## config.mk

```make
export PLATFORM = sky130hd
export DESIGN_NAME = mx_xmit
export DESIGN_NICKNAME = d
export VERILOG_FILES = /design/src/rtl/mx_xmit.sv
export SDC_FILE = /design/constraint.sdc
export NUM_CORES = 1
export LEC_CHECK = 0
export CORE_AREA = 2 2 72 74
export CTS_CLUSTER_DIAMETER = 30
export DETAILED_ROUTE_END_ITERATION = 7
export DIE_AREA = 0 0 74 76
export PLACE_DENSITY = 0.72
export SETUP_SLACK_MARGIN = 0.3
export SKIP_LAST_GASP = 1
export SLEW_MARGIN = 20
export SYNTH_ARGS = -nofsm -noshare
export SYNTH_HDL_FRONTEND = slang
export SYNTH_SLANG_ARGS = --single-unit
```

## constraint.sdc

```tcl
create_clock -name clk -period 4.87 [get_ports clk]
set_input_delay 0.487 -clock clk [delete_from_list [all_inputs] [get_ports clk]]
set_output_delay 0.487 -clock clk [all_outputs]
set_load 0.05 [all_outputs]
```

## src/rtl/mx_xmit.sv

```systemverilog
// Manchester frame transmitter: preamble, SFD, LSB-first data bytes, then a constant-high EOF.
// Bytes arrive over valid/rdy; a one-byte holding register lets consecutive bytes go out back-to-back.
module mx_xmit #(
    parameter int unsigned CLK_RATE       = 100_000_000,
    parameter int unsigned BAUD           = 50_000,
    parameter int unsigned PREAMBLE_BYTES = 2,
    parameter logic [7:0]  SFD_BYTE       = 8'hD0,
    parameter int unsigned EOF_BITS       = 2
) (
    input  logic       clk,
    input  logic       rst,
    input  logic [7:0] data,
    input  logic       valid,
    output logic       rdy,
    output logic       txd,
    output logic       txen
);
    localparam int unsigned BIT_CLKS = CLK_RATE / BAUD;
    localparam int unsigned CW = $clog2(BIT_CLKS);
    localparam int unsigned BW = (PREAMBLE_BYTES > 1) ? $clog2(PREAMBLE_BYTES) : 1;
    localparam int unsigned EW = (EOF_BITS > 1) ? $clog2(EOF_BITS) : 1;
    localparam logic [CW-1:0] CLK_LAST  = CW'(BIT_CLKS - 1);
    localparam logic [CW-1:0] CLK_HALF  = CW'(BIT_CLKS / 2);
    localparam logic [BW-1:0] BYTE_LAST = BW'(PREAMBLE_BYTES - 1);
    localparam logic [EW-1:0] EOF_LAST  = EW'(EOF_BITS - 1);

    typedef enum logic [2:0] {
        S_IDLE,
        S_PREAMBLE,
        S_SFD,
        S_DATA,
        S_EOF
    } state_t;

    state_t        state_q, state_d;
    logic [CW-1:0] clk_cnt_q, clk_cnt_d;
    logic [2:0]    bit_cnt_q, bit_cnt_d;
    logic [BW-1:0] byte_cnt_q, byte_cnt_d;
    logic [EW-1:0] eof_cnt_q, eof_cnt_d;
    logic [7:0]    hold_q, hold_d;
    logic          hold_full_q, hold_full_d;
    logic [7:0]    shift_q, shift_d;
    logic          txd_q, txd_d;
    logic          txen_q, txen_d;

    logic accept;
    logic last_clk;
    logic last_bit;
    logic line_bit;
    logic sending;

    assign rdy = (state_q == S_IDLE) ||
                 (((state_q == S_PREAMBLE) || (state_q == S_SFD) || (state_q == S_DATA)) && !hold_full_q);
    assign accept   = valid && rdy;
    assign last_clk = (clk_cnt_q == CLK_LAST);
    assign last_bit = (bit_cnt_q == 3'd7);
    assign txd  = txd_q;
    assign txen = txen_q;

    always_comb begin
        state_d     = state_q;
        clk_cnt_d   = clk_cnt_q;
        bit_cnt_d   = bit_cnt_q;
        byte_cnt_d  = byte_cnt_q;
        eof_cnt_d   = eof_cnt_q;
        hold_d      = hold_q;
        hold_full_d = hold_full_q;
        shift_d     = shift_q;

        unique case (state_q)
            S_IDLE: begin
                if (accept) begin
                    hold_d      = data;
                    hold_full_d = 1'b1;
                    state_d     = S_PREAMBLE;
                    clk_cnt_d   = '0;
                    bit_cnt_d   = '0;
                    byte_cnt_d  = '0;
                end
            end
            S_PREAMBLE: begin
                if (last_clk) begin
                    clk_cnt_d = '0;
                    bit_cnt_d = bit_cnt_q + 3'd1;
                    if (last_bit) begin
                        if (byte_cnt_q == BYTE_LAST) begin
                            byte_cnt_d = '0;
                            state_d    = S_SFD;
                        end else begin
                            byte_cnt_d = byte_cnt_q + BW'(1);
                        end
                    end
                end else begin
                    clk_cnt_d = clk_cnt_q + CW'(1);
                end
            end
            S_SFD: begin
                if (last_clk) begin
                    clk_cnt_d = '0;
                    bit_cnt_d = bit_cnt_q + 3'd1;
                    if (last_bit) begin
                        shift_d     = hold_q;
                        hold_full_d = 1'b0;
                        state_d     = S_DATA;
                    end
                end else begin
                    clk_cnt_d = clk_cnt_q + CW'(1);
                end
            end
            S_DATA: begin
                if (accept) begin
                    hold_d      = data;
                    hold_full_d = 1'b1;
                end
                if (last_clk) begin
                    clk_cnt_d = '0;
                    bit_cnt_d = bit_cnt_q + 3'd1;
                    shift_d   = shift_q >> 1;
                    // A byte arriving on the boundary cycle bypasses the holding register.
                    if (last_bit) begin
                        if (hold_full_q) begin
                            shift_d     = hold_q;
                            hold_full_d = 1'b0;
                        end else if (accept) begin
                            shift_d     = data;
                            hold_full_d = 1'b0;
                        end else begin
                            eof_cnt_d = '0;
                            state_d   = S_EOF;
                        end
                    end
                end else begin
                    clk_cnt_d = clk_cnt_q + CW'(1);
                end
            end
            S_EOF: begin
                if (last_clk) begin
                    clk_cnt_d = '0;
                    if (eof_cnt_q == EOF_LAST) begin
                        eof_cnt_d = '0;
                        state_d   = S_IDLE;
                    end else begin
                        eof_cnt_d = eof_cnt_q + EW'(1);
                    end
                end else begin
                    clk_cnt_d = clk_cnt_q + CW'(1);
                end
            end
            default: state_d = S_IDLE;
        endcase

        // txd is registered, so it is derived from the cycle being entered.
        line_bit = 1'b1;
        sending  = 1'b0;
        unique case (state_d)
            S_PREAMBLE: begin line_bit = ~bit_cnt_d[0];        sending = 1'b1; end
            S_SFD:      begin line_bit = SFD_BYTE[bit_cnt_d];  sending = 1'b1; end
            S_DATA:     begin line_bit = shift_d[0];           sending = 1'b1; end
            default:    begin line_bit = 1'b1;                 sending = 1'b0; end
        endcase
        txd_d  = sending ? (line_bit ^ (clk_cnt_d >= CLK_HALF)) : 1'b1;
        txen_d = (state_d != S_IDLE);
    end

    always_ff @(posedge clk or posedge rst) begin
        if (rst) begin
            state_q     <= S_IDLE;
            clk_cnt_q   <= '0;
            bit_cnt_q   <= '0;
            byte_cnt_q  <= '0;
            eof_cnt_q   <= '0;
            hold_q      <= '0;
            hold_full_q <= 1'b0;
            shift_q     <= '0;
            txd_q       <= 1'b1;
            txen_q      <= 1'b0;
        end else begin
            state_q     <= state_d;
            clk_cnt_q   <= clk_cnt_d;
            bit_cnt_q   <= bit_cnt_d;
            byte_cnt_q  <= byte_cnt_d;
            eof_cnt_q   <= eof_cnt_d;
            hold_q      <= hold_d;
            hold_full_q <= hold_full_d;
            shift_q     <= shift_d;
            txd_q       <= txd_d;
            txen_q      <= txen_d;
        end
    end
endmodule

```

* Word level (Yosys, flattened, before mapping)
Memory sizes are Yosys's and may differ from the RTL's.
Cells that the tools add are included.
** Operators by class
- Reduce and logical (&&, ||, !) cells :: 21
- Magnitude comparators :: 2
- Multiplexer cells :: 50
- Equal/unequal tests :: 19
- Bitwise operators :: 2
- Add/subtract/negate cells :: 4
** Operator list (number)
- two-way mux 8 bit :: 6
- two-way mux 3 bit :: 14
- two-way mux 11 bit :: 2
- case mux 11 bit (2 select lines) :: 1
- two-way mux 1 bit :: 20
- inequality test 2 bit, second input constant :: 10
- case mux 8 bit (2 select lines) :: 1
- case mux 3 bit (5 select lines) :: 1
- equality test 3 x 2 -> 1 bit, second input constant :: 4
- adder 11 x 1 -> 11 bit, second input constant :: 1
- equality test 11 bit, second input constant :: 1
- >= comparator 11 x 10 -> 1 bit, second input constant :: 1
- AND reduction 4 bit :: 2
- equality test 3 x 1 -> 1 bit, second input constant :: 2
- equality test 3 bit, second input constant :: 2
- case mux 1 bit (3 select lines) :: 2
- case mux 3 bit (2 select lines) :: 1
- AND reduction 6 bit :: 1
- nonzero test 2 bit :: 3
- nonzero test 3 bit :: 2
- OR reduction 3 bit :: 2
- less-than comparator 3 x 4 -> 1 bit, second input constant :: 1
- case mux 1 bit (2 select lines) :: 2
- OR reduction 4 bit :: 1
- other kinds (11) :: 15
** Storage, ports and cells
- Register bits :: 38
- Bits of input ports :: 11
- Output and inout bits :: 3
- Memories :: 1
- Bits in read-only memories :: 8
** Memories
- (no name shown) :: words 8, bits a word 1, rd ports 1, clocked after Yosys merged registers in 0, wr ports 0, RTL line 157 : S_SFD: begin line_bit = SFD_BYTE[bit_cnt_d]; sending = 1'b1; end

* Depth between registers and ports, before layout
- Depth after elaboration :: 15
- Gate-level depth with buffers :: 10
- Mapped depth without buffers :: 10

* Worst setup path after synthesis
No wires, ideal clock.
- Path kind :: register -> register
- From :: register clk_cnt_q[0]
- To :: register txd_q (netlist: txd)
- Clock period less this slack :: 2.389 ns
- Cell stages (with the launch flop) :: 11
- Setup slack :: 2.481 ns
- Data required time :: 4.788 ns
- Setup time :: 0.082 ns
- Buffers on the path :: 1
- Arrival time :: 2.307 ns
- Path through :: dfrtp_1 ha_1 nand4b_1 or3_1 clkbuf_2 a2111oi_0 o21ai_0 o211a_2 mux2_2 xor2_1 a22oi_1
** On the way
- Elaborated cells on any way between the ends :: 27
- Classes of those cells :: 1 x add/sub; 1 x order compare; 4 x eq/ne; 17 x mux; 2 x bitwise; 1 x reduce/logical; 1 x memory
** RTL lines
- start, declared :: RTL line 36 : logic [CW-1:0] clk_cnt_q, clk_cnt_d;
- start signal, assigned :: RTL line 179 : clk_cnt_q <= clk_cnt_d;
- equality test 11 bit * :: RTL line 55 : assign last_clk = (clk_cnt_q == CLK_LAST);
- two-way mux 8 bit (on tied branches) :: RTL line 115, 98
- case mux 8 bit (2 select lines) * :: RTL line 70 : unique case (state_q)
- net shift_d[0] :: RTL line 42 : logic [7:0] shift_q, shift_d;
- case mux 1 bit (3 select lines) * :: RTL line 155 : unique case (state_d)
- bitwise XOR 1 bit * :: RTL line 161 : txd_d = sending ? (line_bit ^ (clk_cnt_d >= CLK_HALF)) : 1'b1;
- two-way mux 1 bit * :: RTL line 161
- net txd_d :: RTL line 43 : logic txd_q, txd_d;
- end signal, assigned :: RTL line 186 : txd_q <= txd_d;
- end, declared :: RTL line 43
The timed path passes the listed nets; every way through them passes the cells marked *. The select of a mux whose other input is x is not followed.
A chain may end at the register's enable or synchronous reset.

* Worst setup path in the final report
- From :: register clk_cnt_q[0]
- To :: register txd_q (netlist: txd)
** On the way
- Elaborated cells on any way between the ends :: 27
- Classes of those cells :: 1 x add/sub; 1 x order compare; 4 x eq/ne; 17 x mux; 2 x bitwise; 1 x reduce/logical; 1 x memory
** RTL lines
- equality test 11 bit * :: RTL line 55
- two-way mux 3 bit (on tied branches)
- case mux 3 bit (5 select lines) * :: RTL line 70
- net state_d[1] :: RTL line 35 : state_t state_q, state_d;
- equality test 3 x 2 -> 1 bit / equality test 3 x 1 -> 1 bit (equally long branches) :: RTL line 155
- case mux 1 bit (3 select lines) / OR reduction 3 bit (equally long branches)
- bitwise XOR 1 bit / two-way mux 1 bit (equally long branches) :: RTL line 161, 155
- two-way mux 1 bit * :: RTL line 161
- net txd_d :: RTL line 43
Marked as above.

==> metrics.md <==
| Metric | Value |
|---|---|
| Post-CTS setup repair buffer count | 0 |
| Largest net degree at the start of global routing | 39 |
| Root Buffer | clkbuf_8 |
| Antenna-violating nets left | 0 |
| Final Hold Viols | 0 |
| Comb power frac | 0.042 |
| Pwr Density | around 260 mW/mm² |
| IO Pins | 14 |
| Slowest cell on the critical path | nor3_2 |
| Synth warnings | 0 |
| Asr flop ratio synth | 1.000 |
| H-tree levels | 2 |
| Ant. Diodes | 0 |
| Post-Synthesis Cell Area | 0.002313 mm² |
| RSZ-0062 raised after global routing | no |
| Sw Share | 0.2013 |
| Worst EP arrival | 3.10 ns |
| Status | finished clean |
| Crit. path cell count | 9 |
| Pint | roughly 540 µW |
| Grt peak-use layer | met2 |
| Clock share of power | 0.475 |
| Overflow after GRT | 0 |
| Syn Nets | 280 |
| DR WL/cell | 15.97 µm |
| Post_cts resized | 0 |
| Clock transition at path regs | approximately 0.080 ns |
| Overall Global Routing Usage | 0.2087 |
| VDD IR max | 191.0 µV |
| Slew @ Worst Pin | roughly 0.76 ns |
| Worst hold path type | flip-flop to flip-flop |
| Vias in the first global route | between 1500 and 2000 |
| First-pass GRT wire length | slightly above 9000 µm |
| Fmax | about 0.35 GHz |
| Initial Util | 0.4710 |
| Port buffer count | 13 |
| Num CTS Buffers | 5 |
| Setup TNS | 0 ns |
| Crit path required time | about 5.1 ns |
| Clk buf depth | 2 |
| R2R Path End | txd |
| Final setup violation count | 0 |
| CP Capture Type | flip-flop |
| Routed wire length | 5508 µm |
| Slew Limit Fails | 0 |
| Core Rows | 26 |
| Sequential Power Share | 0.484 |
| NumNets Final | between 200 and 300 |
| Die Area | 0.005624 mm² |
| Synth Flop Type | dfrtp_1 |
| Post-Syn Area per Cell | about 8.7 µm² |
| CP startpoint | clk_cnt_q[0] |
| Synthesized flop and latch total | 38 |
| Tcrit/Tclk final | 0.5929 |
| FF-to-FF path depth | 9 |
| Post-synth EDFFs | 0 |
| Class of the most critical setup path | flip-flop to flip-flop |
| Register-to-register setup slack | approximately 2 ns |
| Synth unique cells | 51 |
| CP endpoint | txd |
| Worst Path Max Fanout | 10 |
| Post-synthesis sequential area ratio | 0.4116 |
| Core area | 0.004912 mm² |
| Met2 Use GR | 0.3134 |
| M3 GR Usage | 0.04101 |
| Worst relative slew slack | 0.4912 |
| DP Area | 0.002474 mm² |
| Clk_skew | 0.004318 ns |
| DRC | 0 |
| Leakage | around 0.0011 µW |
| Detailed Route Iter0 Violations | 129 |
| Clock sink count | 38 |
| Clock period minus worst slack | 2.888 ns |
| Layout cells sized above 1 | 0.1055 |
| CTS tree | done |
| Die X | about 74 µm |
| Vias after detailed routing | around 2200 |
| Clock Latency Late Sink | roughly 0.29 ns |
| Design area | roughly 0.0026 mm² |
| Die H | around 76 µm |
| Gate Count Post-Synth | 266 |
| Crit-path cells | ha_1, nand4b_1, nor3_2, and3_1, nand2b_1, a21oi_1, mux2_2, xor2_1, a22oi_1 |
| Max-cap violations | 0 |
| Switching Power | about 140 µW |
| CP bufs+invs | 0 |
| Met1 usage | 0.2944 |
| First-pass iteration count of the detailed router | 6 |
| # hold bufs at CTS | 0 |
| Critical path's largest stage delay | around 0.57 ns |
| Hpwl dp | about 3800 µm |
| Worst r2r src | clk_cnt_q[0] |
| Critical Path Source Type | flip-flop |
| Via-to-Cell Ratio | 6.241 |
| Area delta synth->final | 12.87% |
| Initial antenna violation count | 0 |
| Worst path top cell family by delay | simple AND/OR/NAND/NOR gates |
| Routability cong. | around 0.9 |
[kinds of logic (layout without fill, tap and decap cells)]
family,count (synthesis),after routing,share of synthesized area
AO/OA/AOI/OAI,82,82,0.2261
XOR/XNOR,4,4,0.01515
adder cells (fa/ha/maj),3,3,0.01623
buffers and inverters,25,34,0.04922
flip-flops,38,38,0.4116
multiplexers,14,14,0.06598
AND/OR/NAND/NOR,100,100,0.2158
[synth_stat cells (7+ instances only)]
library cell	n	area [µm²]
nor2_1	14	52.55
nor3_1	8	40.04
o22ai_1	15	93.84
dfrtp_1	37	925.9
a31oi_1	7	43.79
o21ai_0	15	75.07
nand2_1	39	146.4
inv_1	11	41.29
clkbuf_1	10	37.54
a21oi_1	20	100.1
nand3_1	9	45.04
mux2_2	10	112.6
a22oi_1	8	60.06
[registers in the layout, indices dropped and copies added (netlist names)]
| register | count |
|---|---|
| shift_q | 8 |
| hold_q | 8 |
| state_q | 3 |
| bit_cnt_q | 3 |
| txd | 1 |
| hold_full_q | 1 |
| clk_cnt_q | 11 |
| byte_cnt_q | 1 |
| eof_cnt_q | 1 |
| txen | 1 |
[cells in the final DEF, fill, tap and decap left out, types with 3 or more instances in the layout]
cell and n:
a21oi_1 20, a22oi_1 8, a31oi_1 7, clkbuf_8 5, clkdlybuf4s50_1 13, dfrtp_1 37, ha_1 3, inv_1 11
mux2_2 10, mux2i_1 4, nand2_1 39, nand2b_1 4, nand3_1 9, nand4_1 4, nor2_1 14, nor3_1 8
o21ai_0 15, o22ai_1 15, or3_1 4, xnor2_1 3
[power groups by stage]
| stage | registers [µW] | clock network (µW) | logic (µW) |
|---|---|---|---|
| 6_report | 329 | 323 | 28.4 |
| 5_1_grt | 330 | 341 | 32.3 |
| 4_1_cts | 329 | 330 | 29.2 |
| 3_5_place_dp | 335 | 0 | 29.2 |
| 3_3_place_gp | 335 | 0 | 28.8 |
| 2_1_floorplan | 333 | 0 | 15.2 |
[worst min path at each step]
stage	slack, ns	startpoint	depth (start not counted)	to
2_1_floorplan	0.43	shift_q[1]	2	shift_q[1]
3_3_place_gp	0.46	byte_cnt_q	1	byte_cnt_q
3_5_place_dp	0.46	byte_cnt_q	1	byte_cnt_q
4_1_cts	0.48	byte_cnt_q	1	byte_cnt_q
5_1_grt	0.51	byte_cnt_q	1	byte_cnt_q
6_report	0.48	byte_cnt_q	1	byte_cnt_q
[per-stage QoR]
| stage | hold WS (ns) | instances | total power (µW) | util | setup slack [ns] |
|---|---|---|---|---|---|
| floorplan | 0.4345 | 266 | 348.7 | - | 2.481 |
| global placement | 0.4604 | 337 | 363.8 | 0.5036 | 2.075 |
| detailed placement | 0.4646 | 337 | 364.5 | 0.5036 | 2.038 |
| CTS | 0.4795 | 345 | 688.1 | 0.5316 | 2.045 |
| global route | 0.5059 | 345 | 703.7 | 0.5316 | 1.813 |
| finish | 0.4783 | 345 | 680.8 | 0.5316 | 1.982 |
[final cells by class]
type	count	area [µm²]
clock buffers	5	68.82
multi-input cells	203	1247
flip-flops and latches	38	952.2
repair buffers	15	145.1
clock inverters	3	68.82
fillers	450	2301
well taps	70	87.58
inverters	11	41.29
[metal layers]
layer  share of wire  vias up
met5               0        -
met4           0.016        0
met3           0.049       11
met2            0.48       84
met1            0.46     1053
li1                -     1005
Note: power is estimated with default switching activity, not from simulation.
